File: src/rtl/piano_keys_pkg.sv
`default_nettype none
// +--------------------------------------------------------------------+
// | piano_pkg: shared constants, key index type and priority encoder   |
// | Rev 1.0                                                            |
// +--------------------------------------------------------------------+
package piano_pkg;

  localparam int N_KEYS           = 3;
  localparam int DEBOUNCE_DEFAULT = 500000;

  typedef logic [1:0] key_idx_t;

  // Lowest set index wins; returns 0 for an all-zero vector.
  function automatic key_idx_t lowest_idx(input logic [N_KEYS-1:0] v);
    lowest_idx = '0;
    for (int i = N_KEYS - 1; i >= 0; i--) begin
      if (v[i]) lowest_idx = key_idx_t'(i);
    end
  endfunction

endpackage
`default_nettype wire

File: src/rtl/piano_keys_debounce.sv
`default_nettype none
// +--------------------------------------------------------------------+
// | key_debounce: 2-flop synchronizer + stable-level counter, one key  |
// | Rev 1.0                                                            |
// +--------------------------------------------------------------------+
module key_debounce
  import piano_pkg::*;
#(
  parameter int DEBOUNCE_CYCLES = DEBOUNCE_DEFAULT
) (
  input  logic clk,
  input  logic rst,
  input  logic btn_n_i,
  output logic key_o
);

  localparam int                 c_cnt_w    = $clog2(DEBOUNCE_CYCLES + 1);
  localparam logic [c_cnt_w-1:0] c_cnt_last = c_cnt_w'(DEBOUNCE_CYCLES - 1);

  logic               sync1_q, sync2_q;
  logic               key_q, key_d;
  logic [c_cnt_w-1:0] cnt_q, cnt_d;

  // The counter only runs while the synchronized level disagrees with key_q.
  always_comb begin
    key_d = key_q;
    cnt_d = '0;
    if (~sync2_q != key_q) begin
      if (cnt_q == c_cnt_last) key_d = ~key_q;
      else                     cnt_d = cnt_q + c_cnt_w'(1);
    end
  end

  always_ff @(posedge clk) begin
    if (rst) begin
      sync1_q <= 1'b1;
      sync2_q <= 1'b1;
      cnt_q   <= '0;
      key_q   <= 1'b0;
    end else begin
      sync1_q <= btn_n_i;
      sync2_q <= sync1_q;
      cnt_q   <= cnt_d;
      key_q   <= key_d;
    end
  end

  assign key_o = key_q;

endmodule
`default_nettype wire

File: src/rtl/piano_keys.sv
`default_nettype none
// +--------------------------------------------------------------------+
// | piano_keys: debounced keys, priority tone select, press pulse.     |
// | Option PIANO_KEYS_HOLD_EN latches the last pressed tone. Rev 1.0   |
// +--------------------------------------------------------------------+
module piano_keys
  import piano_pkg::*;
#(
  parameter int DEBOUNCE_CYCLES = DEBOUNCE_DEFAULT
) (
  input  logic              clk,
  input  logic              rst,
  input  logic [N_KEYS-1:0] btn,
  output logic [N_KEYS-1:0] key_state,
  output logic [1:0]        tone_sel,
  output logic              tone_en,
  output logic              key_press
);

  for (genvar i = 0; i < N_KEYS; i++) begin : g_key
    key_debounce #(.DEBOUNCE_CYCLES(DEBOUNCE_CYCLES)) u_deb (
      .clk     (clk),
      .rst     (rst),
      .btn_n_i (btn[i]),
      .key_o   (key_state[i])
    );
  end

  logic [N_KEYS-1:0] key_prev_q;
  logic [N_KEYS-1:0] w_rise;
  key_idx_t          tone_sel_q, tone_sel_d;
  logic              tone_en_q, tone_en_d;
  logic              key_press_q, key_press_d;

  assign w_rise = key_state & ~key_prev_q;

  always_comb begin
    tone_sel_d  = tone_sel_q;
    tone_en_d   = tone_en_q;
    key_press_d = |w_rise;
`ifdef PIANO_KEYS_HOLD_EN
    // Only a new press moves the tone; releases are ignored.
    if (|w_rise) begin
      tone_sel_d = lowest_idx(w_rise);
      tone_en_d  = 1'b1;
    end
`else
    tone_en_d = |key_state;
    if (|key_state) tone_sel_d = lowest_idx(key_state);
`endif
  end

  always_ff @(posedge clk) begin
    if (rst) begin
      key_prev_q  <= '0;
      tone_sel_q  <= '0;
      tone_en_q   <= 1'b0;
      key_press_q <= 1'b0;
    end else begin
      key_prev_q  <= key_state;
      tone_sel_q  <= tone_sel_d;
      tone_en_q   <= tone_en_d;
      key_press_q <= key_press_d;
    end
  end

  assign tone_sel  = tone_sel_q;
  assign tone_en   = tone_en_q;
  assign key_press = key_press_q;

endmodule
`default_nettype wire

File: config.mk
export PLATFORM = sky130hd
export DESIGN_NAME = piano_keys
export DESIGN_NICKNAME = d
export VERILOG_FILES = /design/src/rtl/piano_keys_pkg.sv /design/src/rtl/piano_keys_debounce.sv /design/src/rtl/piano_keys.sv
export SDC_FILE = /design/constraint.sdc
export NUM_CORES = 1
export LEC_CHECK = 0
export CAP_MARGIN = 20
export CORE_ASPECT_RATIO = 1.1
export CORE_UTILIZATION = 44
export CTS_CLUSTER_SIZE = 8
export DETAILED_ROUTE_END_ITERATION = 10
export GPL_TIMING_DRIVEN = 1
export SLEW_MARGIN = 10
export SYNTH_ARGS = -nofsm -noshare
export SYNTH_HDL_FRONTEND = slang
export SYNTH_SLANG_ARGS = --single-unit
File: constraint.sdc
create_clock -name clk -period 1.98 [get_ports clk]
set_input_delay 0.594 -clock clk [delete_from_list [all_inputs] [get_ports clk]]
set_output_delay 0.594 -clock clk [all_outputs]
set_load 0.005 [all_outputs]
==> flow_metrics.env, run 1 <==
export IMPL_worstSetupStartpointType="register"
export IMPL_ys_seq_area_share_pct=47.8
export IMPL_dp_hpwl_um=4020
export IMPL_crit_buf_inv=1
export IMPL_yosys_register_bits=73
export IMPL_r2r_end="g_key[1].u_deb.cnt_q[18]$_SDFF_PP0_"
export IMPL_via_per_inst=5.20
export IMPL_relSlewSlack_pct=75.3
export IMPL_worst_slew_pin_transition_ns=0.365
export IMPL_cap_violations=0
export IMPL_place_congestion=0.756
export IMPL_cts_sinks=73
export IMPL_min_to="g_key[1].u_deb.sync2_q$_SDFF_PP1_"
export IMPL_whs_ns=0.407
export IMPL_cts_root_buf="clkbuf_8"
export IMPL_syn_area_per_cell_um2=8.94
export IMPL_synth_area_mm2=0.00306
export IMPL_postCtsSetupBuffers=0
export IMPL_worstSetupEndpointType="output port"
export IMPL_hp_class="register to register"
export IMPL_final_min_clock_period_ns=1.85
export IMPL_period_share_pct=93.5
export IMPL_io_buffers=11
export IMPL_grt_ovfl_total=0
export IMPL_synth_top_cell_area_share_pct=47.8
export IMPL_clk_pin_slew_ns=0.08
export IMPL_row_count=31
export IMPL_drt_first_pass_iters=4
export IMPL_cts_tree="built"
export IMPL_ctsLongestPathBuffers=2
export IMPL_powerDensity_mw_per_mm2=755
export IMPL_synth_fp_nets=350
export IMPL_grt_pass1_wl_um=10000
export IMPL_clk_latency_ns=0.34
export IMPL_cp_slowest_stage_delay_ns=0.52
export IMPL_clock_skew_ns=0.0136
export IMPL_synthTopCellsByCount="dfxtp_1 (73), nor2_1 (53), xnor2_1 (28)"
export IMPL_cp_max_fo=5
export IMPL_route_detailed_drc=0
export IMPL_antenna_found_initial=0
export IMPL_htreeDepth=3
export IMPL_power_leakage_nw=1.16
export IMPL_synth_edf_count=0
export IMPL_nets=386
export IMPL_fmax_mhz=540
export IMPL_grt_max_degree=19
export IMPL_die_h_um=89.4
export IMPL_syn_inst=342
export IMPL_start_util_pct=46.1
export IMPL_rsz0062_at_grt="no"
export IMPL_hold_viol_final=0
export IMPL_pwr_share_seq_pct=53.6
export IMPL_min_path_cells=1
export IMPL_crit_path_top_delay_cell="clkdlybuf4s50_1"
export IMPL_finalNonFillerCells=465
export IMPL_place_inst=449
export IMPL_antenna_cells=0
export IMPL_numCtsBuffers=9
export IMPL_wl_um=5730
export IMPL_p_sw_share_pct=20.2
export IMPL_yosysTopAreaCell="dfxtp_1"
export IMPL_syn_to_final_growth_pct=19.6
export IMPL_core_area_mm2=0.00663
export IMPL_drt_wirelength_per_cell_um=12.3
export IMPL_maxSlewViolCount=0
export IMPL_critPathArrivalTime_ns=1.26
export IMPL_ir_drop_mv=0.386
export IMPL_drtAntennaViolNets=0
export IMPL_dr_total_vias=2417
export IMPL_crit_type="register to output port"
export IMPL_synth_ff_type="dfxtp_1"
export IMPL_die_area_mm2=0.00728
export IMPL_power_frac_clock_pct=44.9
export IMPL_min_delay_start="g_key[1].u_deb.sync1_q$_SDFF_PP1_"
export IMPL_first_iter_violations=61
export IMPL_ioPinCount=12
export IMPL_critPathTopFamily="buffers and inverters"
export IMPL_crit_chain="clkdlybuf4s50_1"
export IMPL_hold_buffers=0
export IMPL_post_synth_top_count_cell="dfxtp_1"
export IMPL_reg2reg_slack_ns=0.14
export IMPL_cp_data_required_time_ns=1.39
export IMPL_setup_violations=0
export IMPL_drive_gt1_share_pct=16.2
export IMPL_p_int_mw=2.20
export IMPL_netSwitchingPower_mw=0.558
export IMPL_dieWidth_um=81.5
export IMPL_ys_async_sr_fraction_pct=0
export IMPL_ys_types=34
export IMPL_synth_area_leaders="dfxtp_1 (48%), xnor2_1 (8.0%), nor2_1 (6.5%)"
export IMPL_timing_rr_start="g_key[1].u_deb.cnt_q[14]$_SDFF_PP0_"
export IMPL_yosys_warnings=0
export IMPL_grt_pass1_vias=2239
export IMPL_grt_usage_pct=18.0
export IMPL_power_share_combinational_pct=1.5
export IMPL_r2r_cells=6
export IMPL_finalPower_mw=2.76
export IMPL_status="completed"
==> cells by family (layout without fill, tap and decap cells) <==
kind of cell | count (synthesis) | in the layout | synth area share, %
flops | 73 | 73 | 47.8
compound gates | 40 | 40 | 7.86
xor+xnor | 40 | 40 | 11.5
fa+ha+maj | 3 | 3 | 1.23
buf+inv | 28 | 69 | 4.42
simple gates | 158 | 158 | 27.2
==> sequential cells by signal (all words and copies together), names as in the netlist <==
register	flops
g_key.u_deb.cnt_q	57
g_key.u_deb.sync1_q	3
tone_sel	2
tone_en	1
key_prev_q	3
g_key.u_deb.key_o	3
key_press	1
g_key.u_deb.sync2_q	3
==> repair_timing <==
| item | 4_1_cts | 5_1_grt |
|---|---|---|
| endpoints found under the setup margin | 20 | 10 |
| gates resized for setup | 3 | 5 |
| hold endpoints to repair | 0 | 0 |
==> per-stage QoR <==
stage	area (um^2)	utilization (%)	TNS, ns	setup WS (ns)
after floorplan	3060	-	0	0.120
after detailed placement	3410	51.5	-0.0329	-0.0115
after global routing	3660	55.1	0	0.0217
after global placement	3410	51.5	0	0.00802
after CTS	3630	54.8	0	0.0263
final	3660	55.1	0	0.130
==> placed cells by master, fill, tap and decap left out, drive strengths merged, types with 2 or more instances in the layout <==
cell type      count
nor4b              2
a311oi             3
o31ai              5
a21o               3
or2                6
o21ai              7
dfxtp             73
inv               16
nor2              53
a21oi             19
xnor2             28
nand2b             5
or4                9
nor3               7
ha                 3
clkbuf            10
nand4             14
and4               3
nand3             18
buf               26
or3                9
a31o               2
nand2             13
clkdlybuf4s50     11
bufinv             2
nor4              12
xor2              12
clkinv             3
and3               3
==> worst max path at each step <==
stage / from / endpoint / cells past startpoint
2_1_floorplan: g_key[0].u_deb.cnt_q[10]$_SDFF_PP0_ / g_key[0].u_deb.cnt_q[9]$_SDFF_PP0_ / 6
3_3_place_gp: g_key[2].u_deb.cnt_q[12]$_SDFF_PP0_ / g_key[2].u_deb.cnt_q[5]$_SDFF_PP0_ / 5
3_5_place_dp: g_key[2].u_deb.cnt_q[12]$_SDFF_PP0_ / g_key[2].u_deb.cnt_q[11]$_SDFF_PP0_ / 5
4_1_cts: g_key[0].u_deb.key_o$_SDFFE_PP0P_ / key_state[0] / 1
5_1_grt: g_key[2].u_deb.cnt_q[12]$_SDFF_PP0_ / g_key[2].u_deb.cnt_q[9]$_SDFF_PP0_ / 5
6_report: g_key[2].u_deb.key_o$_SDFFE_PP0P_ / key_state[2] / 1
==> power groups by stage <==
stage | registers (mW) | logic, mW | clock network (mW)
2_1_floorplan | 1.51 | 0.0245 | 0
3_3_place_gp | 1.51 | 0.0427 | 0
3_5_place_dp | 1.51 | 0.0434 | 0
4_1_cts | 1.48 | 0.0435 | 1.28
5_1_grt | 1.48 | 0.0471 | 1.34
6_report | 1.48 | 0.0424 | 1.24
==> per-layer routing <==
layer | vias up | share of wire, % | global-route usage (%)
met1 | 1123 | 48 | 22.0
met4 | 0 | 1.6 | 7.79
met3 | 7 | 2.2 | 5.00
li1 | 1265 | - | -
met5 | - | 0 | 0
met2 | 22 | 49 | 29.3
==> cell type report <==
cell class | count | area, um^2
fill | 614 | 2980
multi-input combinational | 241 | 1490
sequential | 73 | 1460
timing repair buffer | 37 | 330
clock buffer | 10 | 128
tap | 82 | 103
clock inverter | 6 | 82.6
inverter | 16 | 60.1
Power figures use the tool's default switching activity.
==> inputs of run 2 (changes only) <==
PLACE_DENSITY = 0.61   (was default)
==> run 2 against run 1 <==
Against the previous run:
- setup slack worse by 0.063 ns
- first-iteration DRC count rose by 34%
- largest cell class unchanged
- non-clock buffer count grew 2
- maximum frequency shrank 3.3%
- critical endpoint is now key_state[0]
- final area down 0.82%
- register-to-register slack worse by 0.06 ns
- critical path depth did not move
- core utilization fell by 0.45 points
- largest power group unchanged
- highest routed layer unchanged
- sequential power about the same
==> flow_metrics.env, run 2 (same netlist as run 1, synthesis figures left out) <==
export IMPL_worstSetupStartpointType="register"
export IMPL_via_per_inst=5.15
export IMPL_drt_wirelength_per_cell_um=12.1
export IMPL_cp_data_required_time_ns=1.39
export IMPL_status="completed"
export IMPL_period_share_pct=96.6
export IMPL_postCtsSetupBuffers=0
export IMPL_cts_tree="built"
export IMPL_place_congestion=0.751
export IMPL_relSlewSlack_pct=60.5
export IMPL_timing_rr_start="g_key[0].u_deb.cnt_q[0]$_SDFF_PP0_"
export IMPL_cts_root_buf="clkbuf_8"
export IMPL_r2r_cells=5
export IMPL_row_count=31
export IMPL_finalNonFillerCells=467
export IMPL_clk_latency_ns=0.34
export IMPL_drt_first_pass_iters=4
export IMPL_largest_register="g_key.u_deb.cnt_q"
export IMPL_place_ws_ns=-0.0161
export IMPL_finalPower_mw=2.66
export IMPL_die_h_um=89.4
export IMPL_critPathArrivalTime_ns=1.32
export IMPL_ir_drop_mv=0.372
export IMPL_tns_ns=0
export IMPL_crit_chain="clkdlybuf4s50_1"
export IMPL_reg2reg_slack_ns=0.08
export IMPL_ioPinCount=12
export IMPL_cp_slowest_stage_delay_ns=0.54
export IMPL_mostFrequentLayoutCells="dfxtp_1 (71), nor2_1 (53), xnor2_1 (28)"
export IMPL_antenna_found_initial=0
export IMPL_setup_violations=0
export IMPL_grt_usage_pct=17.2
export IMPL_largest_reg_flops=57
export IMPL_min_delay_start="g_key[0].u_deb.sync1_q$_SDFF_PP1_"
export IMPL_crit_path_top_delay_cell="clkdlybuf4s50_1"
export IMPL_htreeDepth=3
export IMPL_whs_ns=0.415
export IMPL_maxSlewViolCount=0
export IMPL_hold_viol_final=0
export IMPL_final_common_cell="dfxtp_1"
export IMPL_first_iter_violations=82
export IMPL_antenna_cells=0
export IMPL_grt_pass1_vias=2183
export IMPL_wl_um=5640
export IMPL_crit_cells=1
export IMPL_critPathTopFamily="buffers and inverters"
export IMPL_clk_pin_slew_ns=0.08
export IMPL_r2r_end="g_key[0].u_deb.cnt_q[16]$_SDFF_PP0_"
export IMPL_crit_type="register to output port"
export IMPL_route_detailed_drc=0
export IMPL_startpoint="g_key[0].u_deb.key_o$_SDFFE_PP0P_"
export IMPL_drtAntennaViolNets=0
export IMPL_start_util_pct=46.1
export IMPL_clock_skew_ns=0.0130
export IMPL_dp_hpwl_um=4090
export IMPL_worstSetupEndpointType="output port"
export IMPL_final_min_clock_period_ns=1.91
export IMPL_crit_end="key_state[0]"
export IMPL_io_buffers=11
export IMPL_cp_max_fo=6
export IMPL_place_inst=451
export IMPL_powerDensity_mw_per_mm2=734
export IMPL_grt_ovfl_total=0
export IMPL_hold_buffers=0
export IMPL_die_area_mm2=0.00728
export IMPL_post_cts_resized=2
export IMPL_rsz0062_at_grt="no"
export IMPL_crit_buf_inv=1
export IMPL_dieWidth_um=81.5
export IMPL_drive_gt1_share_pct=15.8
export IMPL_dr_total_vias=2403
export IMPL_grt_max_degree=19
export IMPL_cap_violations=0
export IMPL_worst_slew_pin_transition_ns=0.587
export IMPL_fmax_mhz=523
export IMPL_nets=388
export IMPL_ctsLongestPathBuffers=2
export IMPL_numCtsBuffers=9
export IMPL_core_area_mm2=0.00663
export IMPL_grt_pass1_wl_um=9560
export IMPL_power_leakage_nw=1.15
export IMPL_min_path_cells=1
export IMPL_cts_sinks=73
export IMPL_syn_to_final_growth_pct=18.6
export IMPL_setup_ws_ns=0.0665
export IMPL_hp_class="register to register"
run 2: area by class of cell:
cell class / count / area [um^2]
Clock buffer: 10 / 128
Clock inverter: 6 / 67.6
Fill cell: 617 / 3010
Inverter: 16 / 60.1
Multi-Input combinational cell: 241 / 1470
Sequential cell: 73 / 1460
Tap cell: 82 / 103
Timing Repair Buffer: 39 / 333
run 2: through the flow:
stage | util [%] | area [um^2]
floorplan | - | 3060
global placement | 51.5 | 3420
detailed placement | 51.5 | 3420
CTS | 54.5 | 3610
global route | 54.7 | 3630
finish | 54.7 | 3630
run 2: how the worst min path moves through the flow:
stage	endpoint
CTS	g_key[0].u_deb.sync2_q$_SDFF_PP1_
finish	g_key[0].u_deb.sync2_q$_SDFF_PP1_
detailed placement	g_key[0].u_deb.sync2_q$_SDFF_PP1_
global route	g_key[0].u_deb.sync2_q$_SDFF_PP1_
global placement	g_key[1].u_deb.sync2_q$_SDFF_PP1_
floorplan	g_key[0].u_deb.sync2_q$_SDFF_PP1_
run 2: report_power, final:
part | switching [mW] | leakage, nW | total [mW] | internal [mW]
registers | 0.00414 | 0.590 | 1.48 | 1.47
clock network | 0.553 | 0.0929 | 1.14 | 0.586
logic | 0.0198 | 0.466 | 0.0418 | 0.0219
run 2: per-layer routing:
metal / up-vias / GRT usage, % / part of all wire (%)
li1: 1268 / - / -
met1: 1104 / 21.2 / 48
met2: 20 / 28.4 / 47
met3: 11 / 3.16 / 2.4
met4: 0 / 9.25 / 2.0
met5: - / 0 / 0
